## src/rtl/avl_pattern_burst_writer_pkg.sv

```systemverilog
// Shared encodings for the pattern burst writer: FSM states, pattern mode codes
// and the 24-bit RGB colours placed in the low bits of each pixel word.
// Ports: none (package).
package avl_pattern_pkg;

  typedef enum logic [3:0] {
    ST_IDLE  = 4'd0,
    ST_LOAD  = 4'd1,
    ST_BURST = 4'd2,
    ST_DONE  = 4'd9
  } state_e;

  localparam logic [2:0] MODE_HQUART = 3'd0;
  localparam logic [2:0] MODE_VHALF  = 3'd1;
  localparam logic [2:0] MODE_ALT    = 3'd2;
  localparam logic [2:0] MODE_ADDR   = 3'd3;
  localparam logic [2:0] MODE_BARS   = 3'd4;

  localparam logic [23:0] COL_RED     = 24'hFF0000;
  localparam logic [23:0] COL_GREEN   = 24'h00FF00;
  localparam logic [23:0] COL_BLUE    = 24'h0000FF;
  localparam logic [23:0] COL_WHITE   = 24'hFFFFFF;
  localparam logic [23:0] COL_YELLOW  = 24'hFFFF00;
  localparam logic [23:0] COL_CYAN    = 24'h00FFFF;
  localparam logic [23:0] COL_MAGENTA = 24'hFF00FF;
  localparam logic [23:0] COL_BLACK   = 24'h000000;
  localparam logic [23:0] COL_VHALF_L = 24'h55AA55;
  localparam logic [23:0] COL_VHALF_R = 24'hBB6666;
  localparam logic [23:0] COL_ALT_ODD = 24'h0FFFFF;

endpackage

```

## src/rtl/avl_pattern_burst_writer_if.sv

```systemverilog
// Avalon-MM write-burst bundle between the pattern writer and the LPDDR2 controller.
// Latency: n/a (wires only).
// Backpressure: avl_waitrequest_n low stalls the master with all outputs held.
interface avl_pattern_burst_writer_if #(
  parameter int ADDR_W = 27,
  parameter int DATA_W = 32,
  parameter int BC_W   = 7
);
  logic              avl_waitrequest_n;
  logic [ADDR_W-1:0] avl_address;
  logic [DATA_W-1:0] avl_writedata;
  logic              avl_write;
  logic              avl_burstbegin;
  logic [BC_W-1:0]   avl_burstcount;

  modport master (
    input  avl_waitrequest_n,
    output avl_address, avl_writedata, avl_write, avl_burstbegin, avl_burstcount
  );

  modport slave (
    output avl_waitrequest_n,
    input  avl_address, avl_writedata, avl_write, avl_burstbegin, avl_burstcount
  );
endinterface

```

## src/rtl/avl_pattern_burst_writer_gen.sv

```systemverilog
// Pixel pattern generator: maps (mode, x, y, pixel parity, word address) to a pixel word.
// Latency: combinational.
// Backpressure: none; the caller decides when the result is registered.
module avl_pattern_gen
  import avl_pattern_pkg::*;
#(
  parameter int DATA_W   = 32,
  parameter int ADDR_W   = 27,
  parameter int H_ACTIVE = 1920,
  parameter int V_ACTIVE = 1080,
  parameter int XW       = 11,
  parameter int YW       = 11
) (
  input  logic [2:0]        mode_i,
  input  logic [XW-1:0]     x_i,
  input  logic [YW-1:0]     y_i,
  input  logic              p_odd_i,
  input  logic [ADDR_W-1:0] addr_i,
  output logic [DATA_W-1:0] data_o
);
  // Bar 7 absorbs the remainder, so bar index is the highest threshold crossed.
  localparam int BAR_W = H_ACTIVE / 8;

  logic [2:0]  bar;
  logic [23:0] rgb;

  always_comb begin
    bar = 3'd0;
    for (int k = 1; k < 8; k++) begin
      if (int'(x_i) >= k * BAR_W) bar = 3'(k);
    end

    rgb = COL_BLACK;
    case (mode_i)
      MODE_HQUART: begin
        if (int'(y_i) < V_ACTIVE / 4)              rgb = COL_RED;
        else if (int'(y_i) < V_ACTIVE / 2)         rgb = COL_GREEN;
        else if (int'(y_i) < (3 * V_ACTIVE) / 4)   rgb = COL_BLUE;
        else                                       rgb = COL_WHITE;
      end
      MODE_VHALF: rgb = (int'(x_i) < H_ACTIVE / 2) ? COL_VHALF_L : COL_VHALF_R;
      MODE_ALT:   rgb = p_odd_i ? COL_ALT_ODD : COL_RED;
      MODE_BARS: begin
        case (bar)
          3'd0:    rgb = COL_WHITE;
          3'd1:    rgb = COL_YELLOW;
          3'd2:    rgb = COL_CYAN;
          3'd3:    rgb = COL_GREEN;
          3'd4:    rgb = COL_MAGENTA;
          3'd5:    rgb = COL_RED;
          3'd6:    rgb = COL_BLUE;
          default: rgb = COL_BLACK;
        endcase
      end
      default: rgb = COL_BLACK;
    endcase

    data_o = (mode_i == MODE_ADDR) ? DATA_W'(addr_i) : DATA_W'(rgb);
  end
endmodule

```

## src/rtl/avl_pattern_burst_writer.sv

```systemverilog
// Fills an H_ACTIVE x V_ACTIVE framebuffer with a test pattern via Avalon-MM write bursts.
// Latency: LOAD 3 cycles after button edge; each burst = 1 LOAD cycle + N accepted beats.
// Backpressure: avl_waitrequest_n low holds address/data/burstcount/write, no beat counted.
// Ports: iCLK/iRST_n clock and async reset; iBUTTON/iMODE/local_init_done start control;
// avl master bundle; drv_status_test_complete (DONE), oBUSY (LOAD/BURST), c_state (debug).
module avl_pattern_burst_writer
  import avl_pattern_pkg::*;
#(
  parameter int ADDR_W    = 27,
  parameter int DATA_W    = 32,
  parameter int H_ACTIVE  = 1920,
  parameter int V_ACTIVE  = 1080,
  parameter int BURST_LEN = 8,
  parameter int BC_W      = 7,
  parameter logic [ADDR_W-1:0] BASE_ADDR = '0
) (
  input  logic                     iCLK,
  input  logic                     iRST_n,
  input  logic                     iBUTTON,
  input  logic [2:0]               iMODE,
  input  logic                     local_init_done,
  avl_pattern_burst_writer_if.master avl,
  output logic                     drv_status_test_complete,
  output logic                     oBUSY,
  output logic [3:0]               c_state
);
  localparam int TOTAL = H_ACTIVE * V_ACTIVE;
  localparam int PW    = $clog2(TOTAL + 1);
  localparam int XW    = $clog2(H_ACTIVE);
  localparam int YW    = $clog2(V_ACTIVE + 1);

  // Button synchroniser; idle level is high so a reset never looks like a press.
  logic [1:0] sync_q;
  logic       btn_prev_q;
  logic       start;

  always_ff @(posedge iCLK or negedge iRST_n) begin
    if (!iRST_n) begin
      sync_q     <= 2'b11;
      btn_prev_q <= 1'b1;
    end else begin
      sync_q     <= {sync_q[0], iBUTTON};
      btn_prev_q <= sync_q[1];
    end
  end

  assign start = btn_prev_q & ~sync_q[1] & local_init_done;

  state_e            state_q, state_d;
  logic [PW-1:0]     pix_q, pix_d;
  logic [XW-1:0]     x_q, x_d;
  logic [YW-1:0]     y_q, y_d;
  logic [2:0]        mode_q, mode_d;
  logic [ADDR_W-1:0] addr_q, addr_d;
  logic [BC_W-1:0]   bc_q, bc_d;
  logic [BC_W-1:0]   left_q, left_d;
  logic [DATA_W-1:0] data_q, data_d;
  logic              write_q, write_d;
  logic              bb_q, bb_d;

  logic              accept;
  logic [PW-1:0]     rem;
  logic [BC_W-1:0]   burst_len;
  logic [DATA_W-1:0] gen_data;

  assign accept    = write_q & avl.avl_waitrequest_n;
  assign rem       = PW'(TOTAL) - pix_q;
  assign burst_len = (rem < PW'(BURST_LEN)) ? BC_W'(rem) : BC_W'(BURST_LEN);

  // Pattern is evaluated on the next-state counters so the data register always
  // holds the pixel that the next accepted beat will carry.
  avl_pattern_gen #(
    .DATA_W(DATA_W), .ADDR_W(ADDR_W), .H_ACTIVE(H_ACTIVE), .V_ACTIVE(V_ACTIVE),
    .XW(XW), .YW(YW)
  ) u_gen (
    .mode_i  (mode_q),
    .x_i     (x_d),
    .y_i     (y_d),
    .p_odd_i (pix_d[0]),
    .addr_i  (BASE_ADDR + ADDR_W'(pix_d)),
    .data_o  (gen_data)
  );

  always_comb begin
    state_d = state_q;
    pix_d   = pix_q;
    x_d     = x_q;
    y_d     = y_q;
    mode_d  = mode_q;
    addr_d  = addr_q;
    bc_d    = bc_q;
    left_d  = left_q;
    data_d  = data_q;
    write_d = write_q;
    bb_d    = 1'b0;

    case (state_q)
      ST_IDLE, ST_DONE: begin
        if (start) begin
          state_d = ST_LOAD;
          pix_d   = '0;
          x_d     = '0;
          y_d     = '0;
          mode_d  = iMODE;
        end
      end
      ST_LOAD: begin
        state_d = ST_BURST;
        addr_d  = BASE_ADDR + ADDR_W'(pix_q);
        bc_d    = burst_len;
        left_d  = burst_len;
        data_d  = gen_data;
        write_d = 1'b1;
        bb_d    = 1'b1;
      end
      ST_BURST: begin
        if (accept) begin
          pix_d  = pix_q + PW'(1);
          if (x_q == XW'(H_ACTIVE - 1)) begin
            x_d = '0;
            y_d = y_q + YW'(1);
          end else begin
            x_d = x_q + XW'(1);
          end
          left_d = left_q - BC_W'(1);
          data_d = gen_data;
          if (left_q == BC_W'(1)) begin
            write_d = 1'b0;
            state_d = (pix_d == PW'(TOTAL)) ? ST_DONE : ST_LOAD;
          end
        end
      end
      default: begin
        state_d = ST_IDLE;
        write_d = 1'b0;
      end
    endcase
  end

  always_ff @(posedge iCLK or negedge iRST_n) begin
    if (!iRST_n) begin
      state_q <= ST_IDLE;
      pix_q   <= '0;
      x_q     <= '0;
      y_q     <= '0;
      mode_q  <= '0;
      addr_q  <= '0;
      bc_q    <= '0;
      left_q  <= '0;
      data_q  <= '0;
      write_q <= 1'b0;
      bb_q    <= 1'b0;
    end else begin
      state_q <= state_d;
      pix_q   <= pix_d;
      x_q     <= x_d;
      y_q     <= y_d;
      mode_q  <= mode_d;
      addr_q  <= addr_d;
      bc_q    <= bc_d;
      left_q  <= left_d;
      data_q  <= data_d;
      write_q <= write_d;
      bb_q    <= bb_d;
    end
  end

  assign avl.avl_address    = addr_q;
  assign avl.avl_writedata  = data_q;
  assign avl.avl_write      = write_q;
  assign avl.avl_burstbegin = bb_q;
  assign avl.avl_burstcount = bc_q;

  assign drv_status_test_complete = (state_q == ST_DONE);
  assign oBUSY   = (state_q == ST_LOAD) || (state_q == ST_BURST);
  assign c_state = state_q;
endmodule
```

## src/flat_wrapper.sv

```systemverilog
// flat-port wrapper written by rule: the top's interface ports become plain ports
module avl_pattern_burst_writer_flat import avl_pattern_pkg::*;
#(
  parameter int ADDR_W    = 27,
  parameter int DATA_W    = 32,
  parameter int H_ACTIVE  = 1920,
  parameter int V_ACTIVE  = 1080,
  parameter int BURST_LEN = 8,
  parameter int BC_W      = 7,
  parameter logic [ADDR_W-1:0] BASE_ADDR = '0
)
  (iCLK, iRST_n, iBUTTON, iMODE, local_init_done, drv_status_test_complete, oBUSY, c_state, avl_avl_waitrequest_n, avl_avl_address, avl_avl_writedata, avl_avl_write, avl_avl_burstbegin, avl_avl_burstcount);
  avl_pattern_burst_writer_if #(.ADDR_W(ADDR_W), .DATA_W(DATA_W), .BC_W(BC_W)) avl_i ();
  input  logic iCLK;
  input  logic iRST_n;
  input  logic iBUTTON;
  input  logic [2:0] iMODE;
  input  logic local_init_done;
  output logic drv_status_test_complete;
  output logic oBUSY;
  output logic [3:0] c_state;
  input wire logic [$bits(avl_i.avl_waitrequest_n)-1:0] avl_avl_waitrequest_n;
  output wire logic [$bits(avl_i.avl_address)-1:0] avl_avl_address;
  output wire logic [$bits(avl_i.avl_writedata)-1:0] avl_avl_writedata;
  output wire logic [$bits(avl_i.avl_write)-1:0] avl_avl_write;
  output wire logic [$bits(avl_i.avl_burstbegin)-1:0] avl_avl_burstbegin;
  output wire logic [$bits(avl_i.avl_burstcount)-1:0] avl_avl_burstcount;
  assign avl_i.avl_waitrequest_n = avl_avl_waitrequest_n;
  assign avl_avl_address = avl_i.avl_address;
  assign avl_avl_writedata = avl_i.avl_writedata;
  assign avl_avl_write = avl_i.avl_write;
  assign avl_avl_burstbegin = avl_i.avl_burstbegin;
  assign avl_avl_burstcount = avl_i.avl_burstcount;
  avl_pattern_burst_writer #(.ADDR_W(ADDR_W), .DATA_W(DATA_W), .H_ACTIVE(H_ACTIVE), .V_ACTIVE(V_ACTIVE), .BURST_LEN(BURST_LEN), .BC_W(BC_W), .BASE_ADDR(BASE_ADDR)) u_core (.iCLK(iCLK), .iRST_n(iRST_n), .iBUTTON(iBUTTON), .iMODE(iMODE), .local_init_done(local_init_done), .avl(avl_i), .drv_status_test_complete(drv_status_test_complete), .oBUSY(oBUSY), .c_state(c_state));
endmodule
```

## config.mk

```make
export PLATFORM = sky130hd
export DESIGN_NAME = avl_pattern_burst_writer_flat
export DESIGN_NICKNAME = d
export VERILOG_FILES = /design/src/rtl/avl_pattern_burst_writer_pkg.sv /design/src/rtl/avl_pattern_burst_writer_if.sv /design/src/rtl/avl_pattern_burst_writer_gen.sv /design/src/rtl/avl_pattern_burst_writer.sv /design/src/flat_wrapper.sv
export SDC_FILE = /design/constraint.sdc
export NUM_CORES = 1
export LEC_CHECK = 0
export ABC_AREA = 1
export BUFFER_PORTS_ARGS = -buffer_cell sky130_fd_sc_hd__buf_4
export CELL_PAD_IN_SITES_DETAIL_PLACEMENT = 1
export CELL_PAD_IN_SITES_GLOBAL_PLACEMENT = 1
export CORE_ASPECT_RATIO = 0.6
export CORE_MARGIN = 3
export CORE_UTILIZATION = 34
export CTS_BUF_LIST = sky130_fd_sc_hd__clkbuf_2 sky130_fd_sc_hd__clkbuf_4 sky130_fd_sc_hd__clkbuf_8
export DETAILED_ROUTE_END_ITERATION = 6
export HOLD_SLACK_MARGIN = 0.12
export PLACE_DENSITY_LB_ADDON = 0.1
export SYNTH_ARGS = -nofsm -noshare
export SYNTH_HDL_FRONTEND = slang
export SYNTH_HIERARCHICAL = 1
export SYNTH_SLANG_ARGS = --single-unit
```

## constraint.sdc

```tcl
create_clock -name iCLK -period 3.5 [get_ports iCLK]
set_input_delay 0.175 -clock iCLK [delete_from_list [all_inputs] [get_ports iCLK]]
set_output_delay 0.175 -clock iCLK [all_outputs]
set_load 0.02 [all_outputs]
```

==> metrics.md <==
| Metric | Value |
|---|---|
| Outcome | `complete, no violations` |
| R2R cell count | `18` |
| Postcts setup bufs | `0` |
| Syn Inst Count | `974` |
| Mapped Area | `7170 um2` |
| Peak fanout along the critical path | `8` |
| Worst EP arrival | `3.38 ns` |
| Worst Tran Pin Value | `0.954 ns` |
| Non-filler instance count after layout | `1,356` |
| Post-route setup TNS | `0 ns` |
| Syn. warnings | `6` |
| Max-cap violations | `0` |
| Clock latency on the worst-skew pair | `0.45 ns` |
| Post-synth EDFFs | `0` |
| Setup violators final | `0` |
| Area leader, netlist | `dfrtp_1` |
| Req. time, crit path | `3.84 ns` |
| Total GRT Usage | `21.3%` |
| Critical path capture point type | `register` |
| P_leak | `4.30 nW` |
| Clk_skew | `0.0107 ns` |
| Worst flop-to-flop path endpoint | `u_core/avl.avl_writedata[17]` |
| Ys flop type | `dfrtp_1` |
| Number of global-route vias before repair | `6,708` |
| CTS tree | `done` |
| Buffers added on ports | `74` |
| CP max stage cell | `dfrtp_1` |
| Clock transition at path regs | `0.08 ns` |
| First-pass GRT wire length | `38,500 um` |
| Io pins | `82` |
| Antenna-violating nets left | `0` |
| Synth cell types | `46` |
| Slew Viols, Final | `0` |
| Row count | `40` |
| Rel. slew slack | `36.2%` |
| Most common cell in the netlist | `nand2_1` |
| Number of fill cells | `2,539` |
| Pwr Density | `714 nW/um2` |
| Minimum clock period | `3.04 ns` |
| Top cell type's share of synthesized area | `41.2%` |
| Fmax | `329 MHz` |
| Core area | `20,400 um2` |
| Top cells by count, synth | `nand2_1 (335), dfrtp_1 (118), inv_1 (91), nor2_1 (77), o21ai_0 (69)` |
| Critical path startpoint | `u_core/x_q[0]` |
| CP endpoint | `u_core/avl.avl_writedata[17]` |
| Die area | `22,900 um2` |
| Initial antenna violation count | `0` |
| Share of cells above drive strength 1 | `18.2%` |
| Sink Count | `121` |
| Die Wd | `193 um` |
| Largest stage delay on the critical path | `0.36 ns` |
| Inst Count DP | `1,319` |
| Clock Path Buffers | `2` |
| Final-stage net count | `1,085` |
| Die H | `118 um` |
| Clk root buf | `clkbuf_8` |
| Routed vias/inst | `4.99` |
| Synthesis-to-layout area growth | `19.7%` |
| First drt pass iteration count | `4` |
| Initial Util | `35.2%` |
| Routed length per instance | `17.7 um` |
| H-tree depth | `4` |
| Area of the multi-input gates | `3600 um2` |
| Post-DP HPWL | `18,100 um` |
| Largest net degree at the start of global routing | `58` |
| Sequential area share after synthesis | `42.3%` |
| Crit path cell chain | `ha_1, nand3_1, nor2_2, nand2_1, nor2_4, nand2_1, nor2_1, o21ai_0, nand2_1, o21ai_0, nor2_1, nand3b_1, a21oi_1, nand2_1, nand2_2, nand4_1, nand2_1, nand2_1` |
| RSZ-0062 raised after global routing | `false` |
| WL final | `24,000 um` |
| Crit Path Category | `reg2reg` |
| Synth async-reset ratio | `100%` |
| Via count | `6,762` |
| Reg-to-reg slack, setup | `0.46 ns` |
| Peak VDD IR | `364 uV` |
| Most used cell, CP | `nand2_1` |
| Final Wtd Congestion | `0.843` |
| GRT overflow | `0` |
| Yosys reg bits | `121` |
| Area contributors post-synth | `dfrtp_1 (41%), nand2_1 (18%), o21ai_0 (4.8%)` |
| Final Cycle Share | `86.7%` |
| DRT iter0 DRCs | `338` |
| Startpoint types | `register` |
| Num CTS Buffers | `17` |
| Hold/Removal Path Class | `in2async` |
| FF/Latch Area | `3030 um2` |
| Final hold vios | `0` |
| FF-to-FF Start | `u_core/x_q[0]` |
| Drt drc | `0` |
| Syn Area/Cell | `7.36 um2` |
| Layout Utilization | `42.1%` |
## through the flow
stage / hold slack (ns) / power [mW] / area (um2) / setup slack (ns)
6_report: 0.336 / 6.13 / 8590 / 0.464
5_1_grt: 0.362 / 6.62 / 8580 / 0.0180
4_1_cts: 0.339 / 6.18 / 8550 / 0.213
3_5_place_dp: 0.286 / 4.69 / 8050 / 0.228
3_3_place_gp: 0.283 / 4.66 / 8050 / 0.350
2_1_floorplan: -0.121 / 3.67 / 7230 / 0.567
## logic make-up after synthesis
kind of cell	count (synthesis)	synth area share, %
xor gates and xnor gates	20	2.44
muxes	3	0.471
other	2	0.105
DFF	121	42.3
AOI/OAI and AO/OA	114	9.09
buffers and inverters	143	8.74
adders and majority gates	7	1.22
and+or+nand+nor	564	35.6
## critical path, delay by kind of cell, from the launching register on
family / cells / cell delay [ns]
compound gates: 3 / 0.47
fa+ha+maj: 1 / 0.20
simple gates: 14 / 1.89
flops: 1 / 0.36
## power breakdown
part           leakage [nW]  switching (mW)  internal [mW]  total, mW
combinational          2.45            1.83          0.890       2.72
clock                 0.233           0.578          0.872       1.45
sequential             1.62           0.267           1.70       1.96
## cell type report
type,count,share of cell area (%)
multi-input combinational,726,41.9
tap,273,3.98
antenna,1,0.0291
clock buffer,24,3.63
sequential,121,35.3
timing repair buffer,98,8.86
inverter,106,4.63
clock inverter,7,1.62
## metal layers
| metal | vias up | track usage, % | share of wire, % |
|---|---|---|---|
| met5 | - | 0 | 0 |
| met4 | 0 | 4.20 | 0.83 |
| met3 | 14 | 5.70 | 5.6 |
| met2 | 138 | 26.9 | 38 |
| met1 | 3306 | 35.0 | 56 |
| li1 | 3304 | - | - |
## layout by cell type (no fill, tap or decap), types with 19 or more instances in the layout
cell        n
nand4_1    33
nand3_1    57
xor2_1     19
inv_1      91
nor2_1     76
buf_4      92
dfrtp_1   118
nand2_1   334
o21ai_0    67
clkbuf_8   21
## how the worst min path moves through the flow
stage / slack [ns] / endpoint / start
after CTS: 0.34 / u_core/sync_q[0] / iBUTTON
after global placement: 0.28 / u_core/sync_q[0] / iBUTTON
after floorplan: -0.12 / u_core/avl.avl_address[0] / iRST_n
after detailed placement: 0.29 / u_core/sync_q[0] / iBUTTON
after global routing: 0.36 / u_core/sync_q[0] / iBUTTON
final: 0.34 / u_core/avl.avl_address[7] / iRST_n
## flip-flops by register name, indices dropped and copies added (netlist names)
name                       count
u_core/avl.avl_writedata      32
u_core/avl.avl_address        21
u_core/pix_q                  21
u_core/x_q                    11
u_core/y_q                    11
u_core/avl.avl_burstcount      7
u_core/left_q                  7
u_core/c_state                 3
u_core/mode_q                  3
u_core/sync_q                  2
u_core/avl.avl_burstbegin      1
u_core/avl.avl_write           1
u_core/btn_prev_q              1
## repair_timing
item / 4_1_cts / 5_1_grt
endpoints found under the setup margin: 0 / 24
endpoints found under the hold margin: 59 / 0
gates resized for setup: 0 / 9
hold buffers: 5 / 0
Note: power is estimated with default switching activity, not from simulation.
